### src/rtl/mem_bus_arbiter.sv
// Two-requester (IFU/LSU) arbiter for the single shared memory port: buffers one request per side,
// issues one transaction at a time and routes the response to its owner. Define ARB_RR_EN for round-robin ties.
module mem_bus_arbiter (
    input  logic        clock,
    input  logic        reset,

    input  logic        ifu_reqValid,
    input  logic [31:0] ifu_addr,
    output logic        ifu_respValid,
    output logic [31:0] ifu_rdata,

    input  logic        lsu_reqValid,
    input  logic [31:0] lsu_addr,
    input  logic [31:0] lsu_wdata,
    input  logic [1:0]  lsu_size,
    input  logic        lsu_wen,
    input  logic [3:0]  lsu_wmask,
    output logic        lsu_respValid,
    output logic [31:0] lsu_rdata,

    output logic        mem_reqValid,
    output logic [31:0] mem_addr,
    output logic [31:0] mem_wdata,
    output logic [1:0]  mem_size,
    output logic        mem_wen,
    output logic [3:0]  mem_wmask,
    input  logic        mem_respValid,
    input  logic [31:0] mem_rdata,

    output logic        busy,
    output logic        grant_lsu,
    output logic        proto_err
);

    // Handshake: every *_reqValid is a one-cycle pulse with its fields valid in that cycle; there is
    // no ready. The memory answers each mem_reqValid with exactly one mem_respValid, no earlier than
    // the cycle after the request, and the owner's respValid is that same cycle.

    typedef enum logic [1:0] {
        ARB_IDLE = 2'd0,
        ARB_REQ  = 2'd1,
        ARB_WAIT = 2'd2
    } arb_state_t;

    arb_state_t state;
    arb_state_t state_next;

    logic        ifu_pend;
    logic [31:0] ifu_addr_q;

    logic        lsu_pend;
    logic [31:0] lsu_addr_q;
    logic [31:0] lsu_wdata_q;
    logic [1:0]  lsu_size_q;
    logic        lsu_wen_q;
    logic [3:0]  lsu_wmask_q;

    logic        owner_lsu;
    logic        mem_req_q;

    logic        ifu_eff;
    logic        lsu_eff;
    logic [31:0] ifu_eff_addr;
    logic [31:0] lsu_eff_addr;
    logic [31:0] lsu_eff_wdata;
    logic [1:0]  lsu_eff_size;
    logic        lsu_eff_wen;
    logic [3:0]  lsu_eff_wmask;

    logic        take_ifu;
    logic        take_lsu;
    logic        ifu_drop;
    logic        lsu_drop;
    logic        resp_hit;
    logic        tie_lsu;

    // A buffered request takes precedence over the live inputs for its fields.
    assign ifu_eff       = ifu_pend | ifu_reqValid;
    assign lsu_eff       = lsu_pend | lsu_reqValid;
    assign ifu_eff_addr  = ifu_pend ? ifu_addr_q  : ifu_addr;
    assign lsu_eff_addr  = lsu_pend ? lsu_addr_q  : lsu_addr;
    assign lsu_eff_wdata = lsu_pend ? lsu_wdata_q : lsu_wdata;
    assign lsu_eff_size  = lsu_pend ? lsu_size_q  : lsu_size;
    assign lsu_eff_wen   = lsu_pend ? lsu_wen_q   : lsu_wen;
    assign lsu_eff_wmask = lsu_pend ? lsu_wmask_q : lsu_wmask;

    assign busy     = (state != ARB_IDLE);
    assign resp_hit = (state == ARB_WAIT) && mem_respValid;

    // A pulse is illegal while that side already has a buffered or in-flight transaction.
    assign ifu_drop = ifu_reqValid && (ifu_pend || (busy && !owner_lsu));
    assign lsu_drop = lsu_reqValid && (lsu_pend || (busy &&  owner_lsu));

`ifdef ARB_RR_EN
    logic last_grant_lsu;

    assign tie_lsu = !last_grant_lsu;

    always_ff @(posedge clock or posedge reset) begin
        if (reset) begin
            last_grant_lsu <= 1'b0;
        end else if (take_lsu) begin
            last_grant_lsu <= 1'b1;
        end else if (take_ifu) begin
            last_grant_lsu <= 1'b0;
        end
    end
`else
    assign tie_lsu = 1'b1;
`endif

    always_ff @(posedge clock or posedge reset) begin
        if (reset) begin
            state <= ARB_IDLE;
        end else begin
            state <= state_next;
        end
    end

    always_comb begin
        state_next = state;
        take_ifu   = 1'b0;
        take_lsu   = 1'b0;
        case (state)
            ARB_IDLE: begin
                if (lsu_eff && (!ifu_eff || tie_lsu)) begin
                    take_lsu   = 1'b1;
                    state_next = ARB_REQ;
                end else if (ifu_eff) begin
                    take_ifu   = 1'b1;
                    state_next = ARB_REQ;
                end
            end
            ARB_REQ: begin
                state_next = ARB_WAIT;
            end
            ARB_WAIT: begin
                // Only the non-owner can be waiting here, so no tie-break is needed.
                if (mem_respValid) begin
                    if (owner_lsu && ifu_eff) begin
                        take_ifu   = 1'b1;
                        state_next = ARB_REQ;
                    end else if (!owner_lsu && lsu_eff) begin
                        take_lsu   = 1'b1;
                        state_next = ARB_REQ;
                    end else begin
                        state_next = ARB_IDLE;
                    end
                end
            end
            default: begin
                state_next = ARB_IDLE;
            end
        endcase
    end

    always_ff @(posedge clock or posedge reset) begin
        if (reset) begin
            ifu_pend   <= 1'b0;
            ifu_addr_q <= 32'h0;
        end else if (take_ifu) begin
            ifu_pend <= 1'b0;
        end else if (ifu_reqValid && !ifu_drop) begin
            ifu_pend   <= 1'b1;
            ifu_addr_q <= ifu_addr;
        end
    end

    always_ff @(posedge clock or posedge reset) begin
        if (reset) begin
            lsu_pend    <= 1'b0;
            lsu_addr_q  <= 32'h0;
            lsu_wdata_q <= 32'h0;
            lsu_size_q  <= 2'b00;
            lsu_wen_q   <= 1'b0;
            lsu_wmask_q <= 4'b0000;
        end else if (take_lsu) begin
            lsu_pend <= 1'b0;
        end else if (lsu_reqValid && !lsu_drop) begin
            lsu_pend    <= 1'b1;
            lsu_addr_q  <= lsu_addr;
            lsu_wdata_q <= lsu_wdata;
            lsu_size_q  <= lsu_size;
            lsu_wen_q   <= lsu_wen;
            lsu_wmask_q <= lsu_wmask;
        end
    end

    // Request fields are loaded on a grant and held until the next one.
    always_ff @(posedge clock or posedge reset) begin
        if (reset) begin
            mem_req_q <= 1'b0;
            owner_lsu <= 1'b0;
            mem_addr  <= 32'h0;
            mem_wdata <= 32'h0;
            mem_size  <= 2'b00;
            mem_wen   <= 1'b0;
            mem_wmask <= 4'b0000;
        end else begin
            mem_req_q <= take_lsu | take_ifu;
            if (take_lsu) begin
                owner_lsu <= 1'b1;
                mem_addr  <= lsu_eff_addr;
                mem_wdata <= lsu_eff_wdata;
                mem_size  <= lsu_eff_size;
                mem_wen   <= lsu_eff_wen;
                mem_wmask <= lsu_eff_wmask;
            end else if (take_ifu) begin
                owner_lsu <= 1'b0;
                mem_addr  <= ifu_eff_addr;
                mem_wdata <= 32'h0;
                mem_size  <= 2'b10;
                mem_wen   <= 1'b0;
                mem_wmask <= 4'b0000;
            end
        end
    end

    always_ff @(posedge clock or posedge reset) begin
        if (reset) begin
            proto_err <= 1'b0;
        end else if (ifu_drop || lsu_drop) begin
            proto_err <= 1'b1;
        end
    end

    assign mem_reqValid  = mem_req_q;
    assign grant_lsu     = owner_lsu;
    assign ifu_respValid = resp_hit && !owner_lsu;
    assign lsu_respValid = resp_hit &&  owner_lsu;
    assign ifu_rdata     = mem_rdata;
    assign lsu_rdata     = mem_rdata;

endmodule

### config.mk
export PLATFORM = sky130hd
export DESIGN_NAME = mem_bus_arbiter
export DESIGN_NICKNAME = d
export VERILOG_FILES = /design/src/rtl/mem_bus_arbiter.sv
export SDC_FILE = /design/constraint.sdc
export NUM_CORES = 1
export LEC_CHECK = 0
export BUFFER_PORTS_ARGS = -buffer_cell sky130_fd_sc_hd__buf_2
export CAP_MARGIN = 10
export CORE_ASPECT_RATIO = 2
export CORE_MARGIN = 4
export CORE_UTILIZATION = 28
export CTS_BUF_LIST = sky130_fd_sc_hd__clkbuf_16
export DETAILED_ROUTE_END_ITERATION = 8
export SLEW_MARGIN = 20
export SYNTH_ARGS = -nofsm -noshare
export SYNTH_HDL_FRONTEND = slang
export SYNTH_SLANG_ARGS = --single-unit
### constraint.sdc
create_clock -name clock -period 6.1 [get_ports clock]
set_input_delay 1.22 -clock clock [delete_from_list [all_inputs] [get_ports clock]]
set_output_delay 1.22 -clock clock [all_outputs]
set_load 0.01 [all_outputs]
# Yosys cells after proc, flatten, opt, wreduce, memory -nomap -nowiden
# Index checks and enable logic that the tools add are counted.
# classes
n_eq_ne	4
muxes	37
bitwise	5
reduce_logical	25
# op_table
op	count
$mux 32	7
$mux 1	18
$mux 2	6
$mux 4	3
$logic_and 1x1->1	11
$reduce_bool 2->1	4
$pmux 2 s3	1
$reduce_and 2->1	3
$pmux 1 s2	2
$logic_not 1->1	3
$logic_or 1x1->1	3
$ne 3x3->1 const B	1
$or 1x1->1	3
$eq 2x1->1 const B	1
$eq 2x2->1 const B	1
$logic_not 2->1	1
$ne 2x2->1 const B	1
$not 1->1	2
# totals
register_bits	181
output_inout_bits	141
word_cells	88

# Depth between registers and ports, before layout
# Gate-level depths: netlist of the first run.
# logic_depth
depth_word	8
mapped_depth	7
mapped_depth_nobuf	4

# Worst setup path after synthesis of the first run
# No wires, ideal clock.
# synth_timing
kind	input to output
start	in mem_respValid
end	out lsu_respValid
arrival_time_ns	1.595
required_time_ns	4.880
path_slack_ns	3.285
cell_stages	2
n_path_buf	0
cell_sequence	nand2_1 > nor3b_1
# synth_between
elab_chain_cells	2
# synth_rtl
element	line_no	text
start: declaration	27	input logic mem_respValid,
$logic_and 1x1->1	88	assign resp_hit = (state == ARB_WAIT) && mem_respValid;
$logic_and 1x1->1	230	assign lsu_respValid = resp_hit && owner_lsu;
end: declaration	18	output logic lsu_respValid,
# No other way between the ends.

# Final worst setup path of the first run
# Same ends and word-level chain as after synthesis.

==> results by stage, run 1 <==
Synthesis:
- The proportion of synthesized chip area in sequential cells is 53.5%.
- The top cell type by area accounts for 53.5% of the synthesized area.
- The synthesized netlist occupies a cell area of 8460 sq um.
- The synthesized design spends more area on one cell type than any other, namely sky130_fd_sc_hd__dfrtp_1.
- The number of distinct library cell variants in the gate-level netlist after synthesis is 30.
- During synthesis, Yosys emitted a total of 0 warnings.
- The average footprint of a synthesized cell is 12.5 sq um.
- The number of nets in the synthesized netlist is 818.
- After synthesis, the cell types taking the most area are sky130_fd_sc_hd__dfrtp_1 (54%), sky130_fd_sc_hd__mux2i_1 (12%), sky130_fd_sc_hd__mux2_2 (9.8%).
- In this run, synthesis produced a sequential element count of 181.
- The post-synthesis instance total is 678.

Global routing:
- In this run the most used layer during global routing was met2.
- The global-route met2 utilization is 24.5%.
- For this run the aggregate overflow at the end of global routing stands at 0.
- The number of global-route vias before repair is 6013.
- Entering global routing, the biggest net connects 108 pins.
- Global routing used 14.1% of the available tracks across all layers.
- For met1 alone, demand over resource in global routing was 14.1%.
- The first global-routing pass estimated 34800 microns of wire.
- The initial antenna violation count is 2.
- Global routing used 3.51% of the available met3 tracks.

Route:
- The number of DRC markers after the initial detailed-route iteration is 178.
- Summed over all layers, the routed wires come to 23100 microns.
- Before antenna repair, the detailed router went through 4 iterations.
- In the routed design, unresolved DRC markers number 0.
- The average wire length per cell after detail routing is 20.0 microns.
- After detailed routing, the number of vias per cell comes to 4.91.
- The total via count after detailed routing is 5658.
- The detail route stage leaves a number of antenna-violating nets equal to 0.

Critical path:
- The worst setup path is captured at an output pin.
- The critical path launch point type is an input pin.
- Along the worst path, the maximum fanout reaches 4.
- The critical path is of the input pin to output pin type.
- At the worst endpoint, the required time is 4.88 ns.
- The arrival time of data at the critical path endpoint is 2.00 ns.

Timing:
- The setup violation total in the final timing report is 0.
- Setup repair after global routing left no endpoint under its margin.
- The total negative slack for setup checks is 0 ns.
- The worst path in the final design needs a cycle of 3.22 ns, including I/O delays and setup.
- The max-slew headroom at the worst pin is 30.1%.
- Dividing the final minimum period by the clock period gives 52.8%.
- The number of slew-limit violations in the final report was 0.
- The setup skew after layout is 0.0104 ns.
- The highest clock frequency the design can meet is 310 MHz.
- The slew of the pin with the lowest slew margin is 1.05 ns.
- The number of endpoints with negative hold slack in the final report is 0.

CTS:
- After clock tree synthesis, the clock-pin slew on the worst setup and hold paths is 0.07 ns.
- The number of hold buffers added after CTS was 0.
- The H-tree was split into 4 levels.
- CTS placed an instance of sky130_fd_sc_hd__clkbuf_16 at the clock tree root.
- No sink is reached through more buffers than the 2 on the longest clock path.
- Buffers inserted during clock tree synthesis total 17.
- The number of instances resized during post-cts repair is 0.
- TritonCTS built the clock tree.
- At the later pin of the worst-skew pair, clock insertion delay measures 0.44 ns.
- The number of setup buffers added after CTS is 0.
- The number of sinks on the clock net is 181.

Layout:
- From synthesis to final layout, the design area changed by 16.2%.
- The fill cell instance count of the final layout is 3013.
- In the final layout, the multi-input gates occupy 3250 sq um.
- The post-route netlist has 38.7% of its cells at a drive strength greater than 1.
- Registers take 4530 sq um.
- 0 antenna diodes ended up in the layout.
- Measured on the finished design, the core utilization comes to 33.2%.
- At the end of the flow, the number of nets in the layout was 916.

Floorplan:
- In this run the vertical extent of the chip is 254 microns.
- The initial utilization of the core area, before any placement, comes to 28.6%.
- For this design the top-level I/O count stands at 281.
- The die is 131 microns wide.
- The area of the die is 33200 sq um.
- In this run the standard cell core region covers 29600 sq um.
- Row generation in the floorplan step produced 89 rows.

Hold path:
- In this run the worst hold path is classified as register to register.

Placement:
- The HPWL after detailed placement is 15700 microns.
- The congestion estimate from routability-driven global placement came to 0.753.
- The port buffer count is 184.

Power:
- The leakage dissipation is 4.63 nW.
- The power per standard cell area is 542 nW/um^2.
- The largest voltage drop on the vdd net is 0.000276 V.

Run status:
- The flow ran to the end, and the final reports show no timing, DRC or antenna violations.

Run:
- Across the run, the number of max-cap violations was 0.
## report_power, final
| group | switching (mW) | leakage (nW) | internal (mW) |
|---|---|---|---|
| logic | 1.03 | 2.14 | 0.972 |
| clock network | 0.490 | 0.291 | 0.640 |
| registers | 0.405 | 2.20 | 1.79 |
| total | 1.92 | 4.63 | 3.40 |
## layout make-up
cell class | count | area share [%]
Clock buffer | 17 | 4.33
Clock inverter | 15 | 1.65
Inverter | 3 | 0.153
Multi-Input combinational cell | 380 | 33.1
Sequential cell | 181 | 46.1
Tap cell | 364 | 4.63
Timing Repair Buffer | 193 | 10.1
## final timing paths
kind | from | to | slack [ns] | cells after the start
max in group asynchronous | reset | mem_wdata[9] | 4.02 | 3
min | ifu_addr_q[3] | ifu_addr_q[3] | 0.49 | 1
max reg2reg | lsu_pend | lsu_addr_q[30] | 3.18 | 4
max | mem_respValid | lsu_respValid | 2.88 | 4
min in group asynchronous | reset | mem_addr[0] | 0.89 | 2
min reg2reg | ifu_addr_q[3] | ifu_addr_q[3] | 0.49 | 1
## metrics by stage
stage | power (mW) | hold WS [ns] | instances | setup slack, ns | area [sq um]
after floorplan | 3.63 | 0.464 | 678 | 2.56 | 8470
after global placement | 4.22 | 0.471 | 1121 | 2.66 | 9250
after detailed placement | 4.29 | 0.472 | 1121 | 2.60 | 9250
after CTS | 5.45 | 0.490 | 1153 | 2.87 | 9830
after global routing | 5.73 | 0.502 | 1153 | 2.79 | 9830
final | 5.32 | 0.490 | 1153 | 2.88 | 9830
## worst max-delay path, stage by stage
cell and delay, ns:
sky130_fd_sc_hd__buf_2 0.12, sky130_fd_sc_hd__nand2_1 0.09, sky130_fd_sc_hd__nor3b_1 0.36, sky130_fd_sc_hd__buf_2 0.21
## placed cells by master (no fill, tap or decap), types with 2 or more instances in the layout
cell	Yosys	layout
sky130_fd_sc_hd__clkinv_1	0	3
sky130_fd_sc_hd__nand2b_1	2	2
sky130_fd_sc_hd__a21oi_1	2	2
sky130_fd_sc_hd__nand2_1	8	7
sky130_fd_sc_hd__inv_1	3	3
sky130_fd_sc_hd__mux2i_1	103	103
sky130_fd_sc_hd__a221oi_1	18	18
sky130_fd_sc_hd__mux2_2	74	74
sky130_fd_sc_hd__bufinv_16	0	3
sky130_fd_sc_hd__clkinvlp_4	0	2
sky130_fd_sc_hd__nand3_1	52	52
sky130_fd_sc_hd__buf_2	32	184
sky130_fd_sc_hd__nor2_1	6	6
sky130_fd_sc_hd__buf_4	65	9
sky130_fd_sc_hd__o221ai_1	14	14
sky130_fd_sc_hd__dfrtp_1	181	179
sky130_fd_sc_hd__clkbuf_16	0	17
sky130_fd_sc_hd__inv_6	0	2
sky130_fd_sc_hd__and3_1	2	2
sky130_fd_sc_hd__clkinv_2	0	3
sky130_fd_sc_hd__nor3_1	21	21
sky130_fd_sc_hd__clkinv_4	0	2
sky130_fd_sc_hd__o21ai_0	37	37
sky130_fd_sc_hd__mux2_1	30	30
## synth_stat cells
| library cell | n |
|---|---|
| sky130_fd_sc_hd__o211ai_2 | 1 |
| sky130_fd_sc_hd__mux2_1 | 30 |
| sky130_fd_sc_hd__o21ai_2 | 1 |
| sky130_fd_sc_hd__o221ai_1 | 14 |
| sky130_fd_sc_hd__nor3b_1 | 1 |
| sky130_fd_sc_hd__a221o_1 | 1 |
| sky130_fd_sc_hd__nand3_1 | 52 |
| sky130_fd_sc_hd__o21ba_2 | 1 |
| sky130_fd_sc_hd__or2_2 | 1 |
| sky130_fd_sc_hd__dfrtp_1 | 181 |
| sky130_fd_sc_hd__a211oi_1 | 1 |
| sky130_fd_sc_hd__buf_1 | 4 |
| sky130_fd_sc_hd__mux2i_1 | 103 |
| sky130_fd_sc_hd__a221oi_1 | 18 |
| sky130_fd_sc_hd__o21a_1 | 1 |
| sky130_fd_sc_hd__buf_2 | 32 |
| sky130_fd_sc_hd__a21oi_1 | 2 |
| sky130_fd_sc_hd__clkbuf_1 | 13 |
| sky130_fd_sc_hd__inv_1 | 3 |
| sky130_fd_sc_hd__and3_1 | 2 |
| sky130_fd_sc_hd__nor3_1 | 21 |
| sky130_fd_sc_hd__o21ai_0 | 37 |
| sky130_fd_sc_hd__mux2_2 | 74 |
| sky130_fd_sc_hd__nand2b_1 | 2 |
| sky130_fd_sc_hd__nand2_1 | 8 |
| sky130_fd_sc_hd__buf_4 | 65 |
| sky130_fd_sc_hd__o21bai_1 | 1 |
| sky130_fd_sc_hd__a211o_1 | 1 |
| sky130_fd_sc_hd__nor2_1 | 6 |
| sky130_fd_sc_hd__o21ai_1 | 1 |
## logic make-up (layout without fill, tap and decap cells)
family,Yosys count,after routing,share of synthesized area [%]
compound gates,80,80,6.53
buf+inv,117,228,8.54
flops,181,181,53.5
mux,207,207,26.0
simple gates,93,93,5.40
## flip-flops by register name, indices dropped and copies added, names as in the netlist
name and flops:
lsu_size_q 2, ifu_pend 1, mem_size 2, mem_wen 1, lsu_addr_q 32, mem_wdata 32
grant_lsu 1, lsu_wmask_q 4, ifu_addr_q 32, lsu_wdata_q 32, proto_err 1, lsu_wen_q 1
state 2, mem_addr 32, mem_wmask 4, lsu_pend 1, mem_reqValid 1
## layer usage
layer  up-vias  part of all wire [%]
li1       2589                     -
met3       108                   5.3
met5         -                 0.056
met4         2                   7.4
met1      2810                    35
met2       149                    53
Note: power is estimated with default switching activity, not from simulation.
==> run 2: changes to the inputs <==
==> constraint.sdc (replaced) <==
create_clock -name clock -period 3.1 [get_ports clock]
set_input_delay 0.62 -clock clock [delete_from_list [all_inputs] [get_ports clock]]
set_output_delay 0.62 -clock clock [all_outputs]
set_load 0.01 [all_outputs]
==> run 2 against run 1 <==
Critical path depth shrank 1. Non-clock buffer count grew 5. Largest cell class unchanged. Critical endpoint is now ifu_respValid. Highest routed layer is now met4. Cell count grew 0.52%. Die area is the same.
==> results by stage, run 2 (synthesis results as in run 1) <==
Placement:
- The final RePlAce weighted congestion is 0.736 (-2.3%).
- The port buffer count is 184 (unchanged).
- The minimum setup slack after placement is 0.820 ns (-1.78 ns).
- The HPWL after detailed placement is 15500 microns (-1.1%).

Floorplan:
- The area of the die came to 33200 sq um (unchanged).
- The total core area is 29600 sq um (unchanged).
- The horizontal die dimension came to 131 microns (unchanged).
- The total number of placement rows is 89 (unchanged).
- The initial core utilization was 28.6% (unchanged).
- The die boundary height is 254 microns (unchanged).
- The count of boundary I/O pins is 281 (unchanged).

Layout:
- The fill cell instance count of the final layout is 3038 (+0.83%).
- The share of post-route cells with drive strength above 1 was 39.2% (+0.51 points).
- Compared with the post-synthesis result, the final layout area differs by 17.6%.
- The library cells used most frequently in the layout, excluding fill and tap cells, are sky130_fd_sc_hd__buf_2 (184), sky130_fd_sc_hd__dfrtp_1 (179), sky130_fd_sc_hd__mux2i_1 (103).
- The net count reported at finish is 921 (+0.55%).
- Leaving out fill and tap cells, the most frequent cell in the layout is sky130_fd_sc_hd__buf_2.

CTS:
- TritonCTS built the clock tree.
- The largest buffer count on any clock path is 2 (unchanged).
- The number of sinks on the clock net came to 181 (unchanged).
- The number of H-tree levels is 4 (unchanged).
- The number of instances resized during post-cts repair is 0 (unchanged).
- The root buffer cell chosen for the clock tree is sky130_fd_sc_hd__clkbuf_16.
- The buffer count from post-CTS setup fixing is 0 (unchanged).
- The clock transition at the register clock pins on the worst setup and hold paths after CTS is 0.07 ns (about the same).
- The later-pin clock latency in the skew report is 0.44 ns (about the same).
- The post-cts hold buffer count is 0 (unchanged).
- The number of clock buffers inserted by TritonCTS is 17 (unchanged).

Route:
- The number of DRC markers after the initial detailed-route iteration came to 197 (+11%).
- The DRC violations left came to 0 (unchanged).
- The average wire length per cell after detail routing was 19.8 microns (-0.91%).
- The number of optimization iterations in the first detailed-route pass was 4 (unchanged).
- The total via count after detailed routing is 5611 (-0.83%).
- The post-route antenna net violation count came to 0 (unchanged).
- The number of vias per cell was 4.84 (-1.3%).
- The aggregate routed wire length was 23000 microns (-0.40%).

Power:
- The largest voltage drop on the vdd net is 0.000533 V (+93%).
- The total chip power is 10.6 mW (+99%).
- The leakage dissipation is 4.67 nW (+0.93%).
- The power per standard cell area is 1070 nW/um^2 (+97%).

Timing:
- The shortest period the worst path allows is 2.16 ns.
- Derived from the worst setup path, the maximum achievable clock frequency is 463 MHz.
- The setup skew after layout was 0.0114 ns (+0.00107 ns).
- The slew of the pin with the lowest slew margin is 0.827 ns (-0.221 ns).
- The max-slew headroom at the worst pin is 44.8% (+15 points).
- The total negative slack for setup checks is 0 ns (unchanged).
- The setup violation total in the final timing report was 0 (unchanged).
- In the finished design, the share of the clock period the worst path needs comes to 69.7%.
- Setup repair after global routing left no endpoint under its margin.
- The worst hold margin came to 0.218 ns (-0.273 ns).
- The number of endpoints with negative hold slack in the final report is 0 (unchanged).
- The final worst slack is 0.939 ns (-1.94 ns).
- The number of slew-limit violations in the final report is 0 (unchanged).

Critical path:
- The critical path data required time is 2.48 ns (-2.40 ns).
- The setup path with the least slack is of type register to output pin.
- The arrival time of data at the critical path endpoint is 1.54 ns (-0.46 ns).
- The critical path launch point type is a register.
- The maximum net fanout on the critical path is 8 (+4).
- STA classifies the critical path endpoint as an output pin.

Global routing:
- The number of global-route vias before repair is 5984 (-0.48%).
- The maximum number of pins on one net before global-route repair is 81 (-25%).
- The first-pass GRT wire length is 34100 microns (-2.0%).
- The global-route met2 utilization was 24.5% (+0.058 points).
- The global routing met1 resource utilization came to 14.2% (+0.062 points).
- The global routing's busiest layer is met2.
- The met3 global-route usage came to 3.03% (-0.48 points).
- The overall routing resource usage is 13.9% (-0.25 points).
- The initial antenna violation count came to 1 (-1).
- The total grt overflow is 0 (unchanged).

Hold path:
- The worst hold path belongs to the class input pin to async pin.

Run status:
- The flow ran to the end, and the final reports show no timing, DRC or antenna violations.

Run:
- The number of max-cap violations is 0 (unchanged).
[run 2: critical path, stage by stage (launching register included)]
cell and delay [ns]:
sky130_fd_sc_hd__dfrtp_1 0.52, sky130_fd_sc_hd__nand2_1 0.11, sky130_fd_sc_hd__nor3_1 0.27, sky130_fd_sc_hd__buf_2 0.20
[run 2: final cells by class]
| cell class | instances | area [sq um] | share of cell area, % |
|---|---|---|---|
| flip-flops and latches | 181 | 4530 | 45.6 |
| well taps | 364 | 455 | 4.58 |
| repair buffers | 198 | 1090 | 10.9 |
| multi-input cells | 380 | 3250 | 32.7 |
| clock buffers | 17 | 425 | 4.28 |
| inverters | 3 | 15.0 | 0.151 |
| diodes | 1 | 2.50 | 0.0251 |
| clock inverters | 15 | 178 | 1.79 |
[run 2: power breakdown]
| group | switching (mW) | internal (mW) | total [mW] |
|---|---|---|---|
| Clock | 1.00 | 1.27 | 2.28 |
| Combinational | 2.21 | 1.98 | 4.19 |
| Sequential | 0.618 | 3.52 | 4.14 |
[run 2: routing by layer]
layer  routed length [microns]  vias to the layer above
met2                     12300                      141
met3                      1140                       87
met1                      8100                     2787
met4                      1380                        0
li1                          -                     2596
met5                         0                        -
[run 2: path summary, 6_finish.rpt]
check	from	end	slack, ns	depth (start not counted)
setup / recovery	state[1]	ifu_respValid	0.94	3
hold / removal	reset	ifu_addr_q[1]	0.22	2
setup reg to reg	state[1]	ifu_addr_q[20]	1.06	5
hold reg to reg	ifu_addr_q[31]	ifu_addr_q[31]	0.49	1
max in group asynchronous	reset	lsu_addr_q[20]	2.06	3
min in group clock	ifu_addr[12]	ifu_addr_q[12]	0.41	2
[run 2: metrics by stage]
stage               utilization (%)  std cells  area, sq um
finish                         33.6       1159         9950
global route                   33.6       1158         9950
CTS                            33.6       1158         9950
detailed placement             31.5       1126         9350
global placement               31.5       1126         9350
floorplan                         -        678         8470
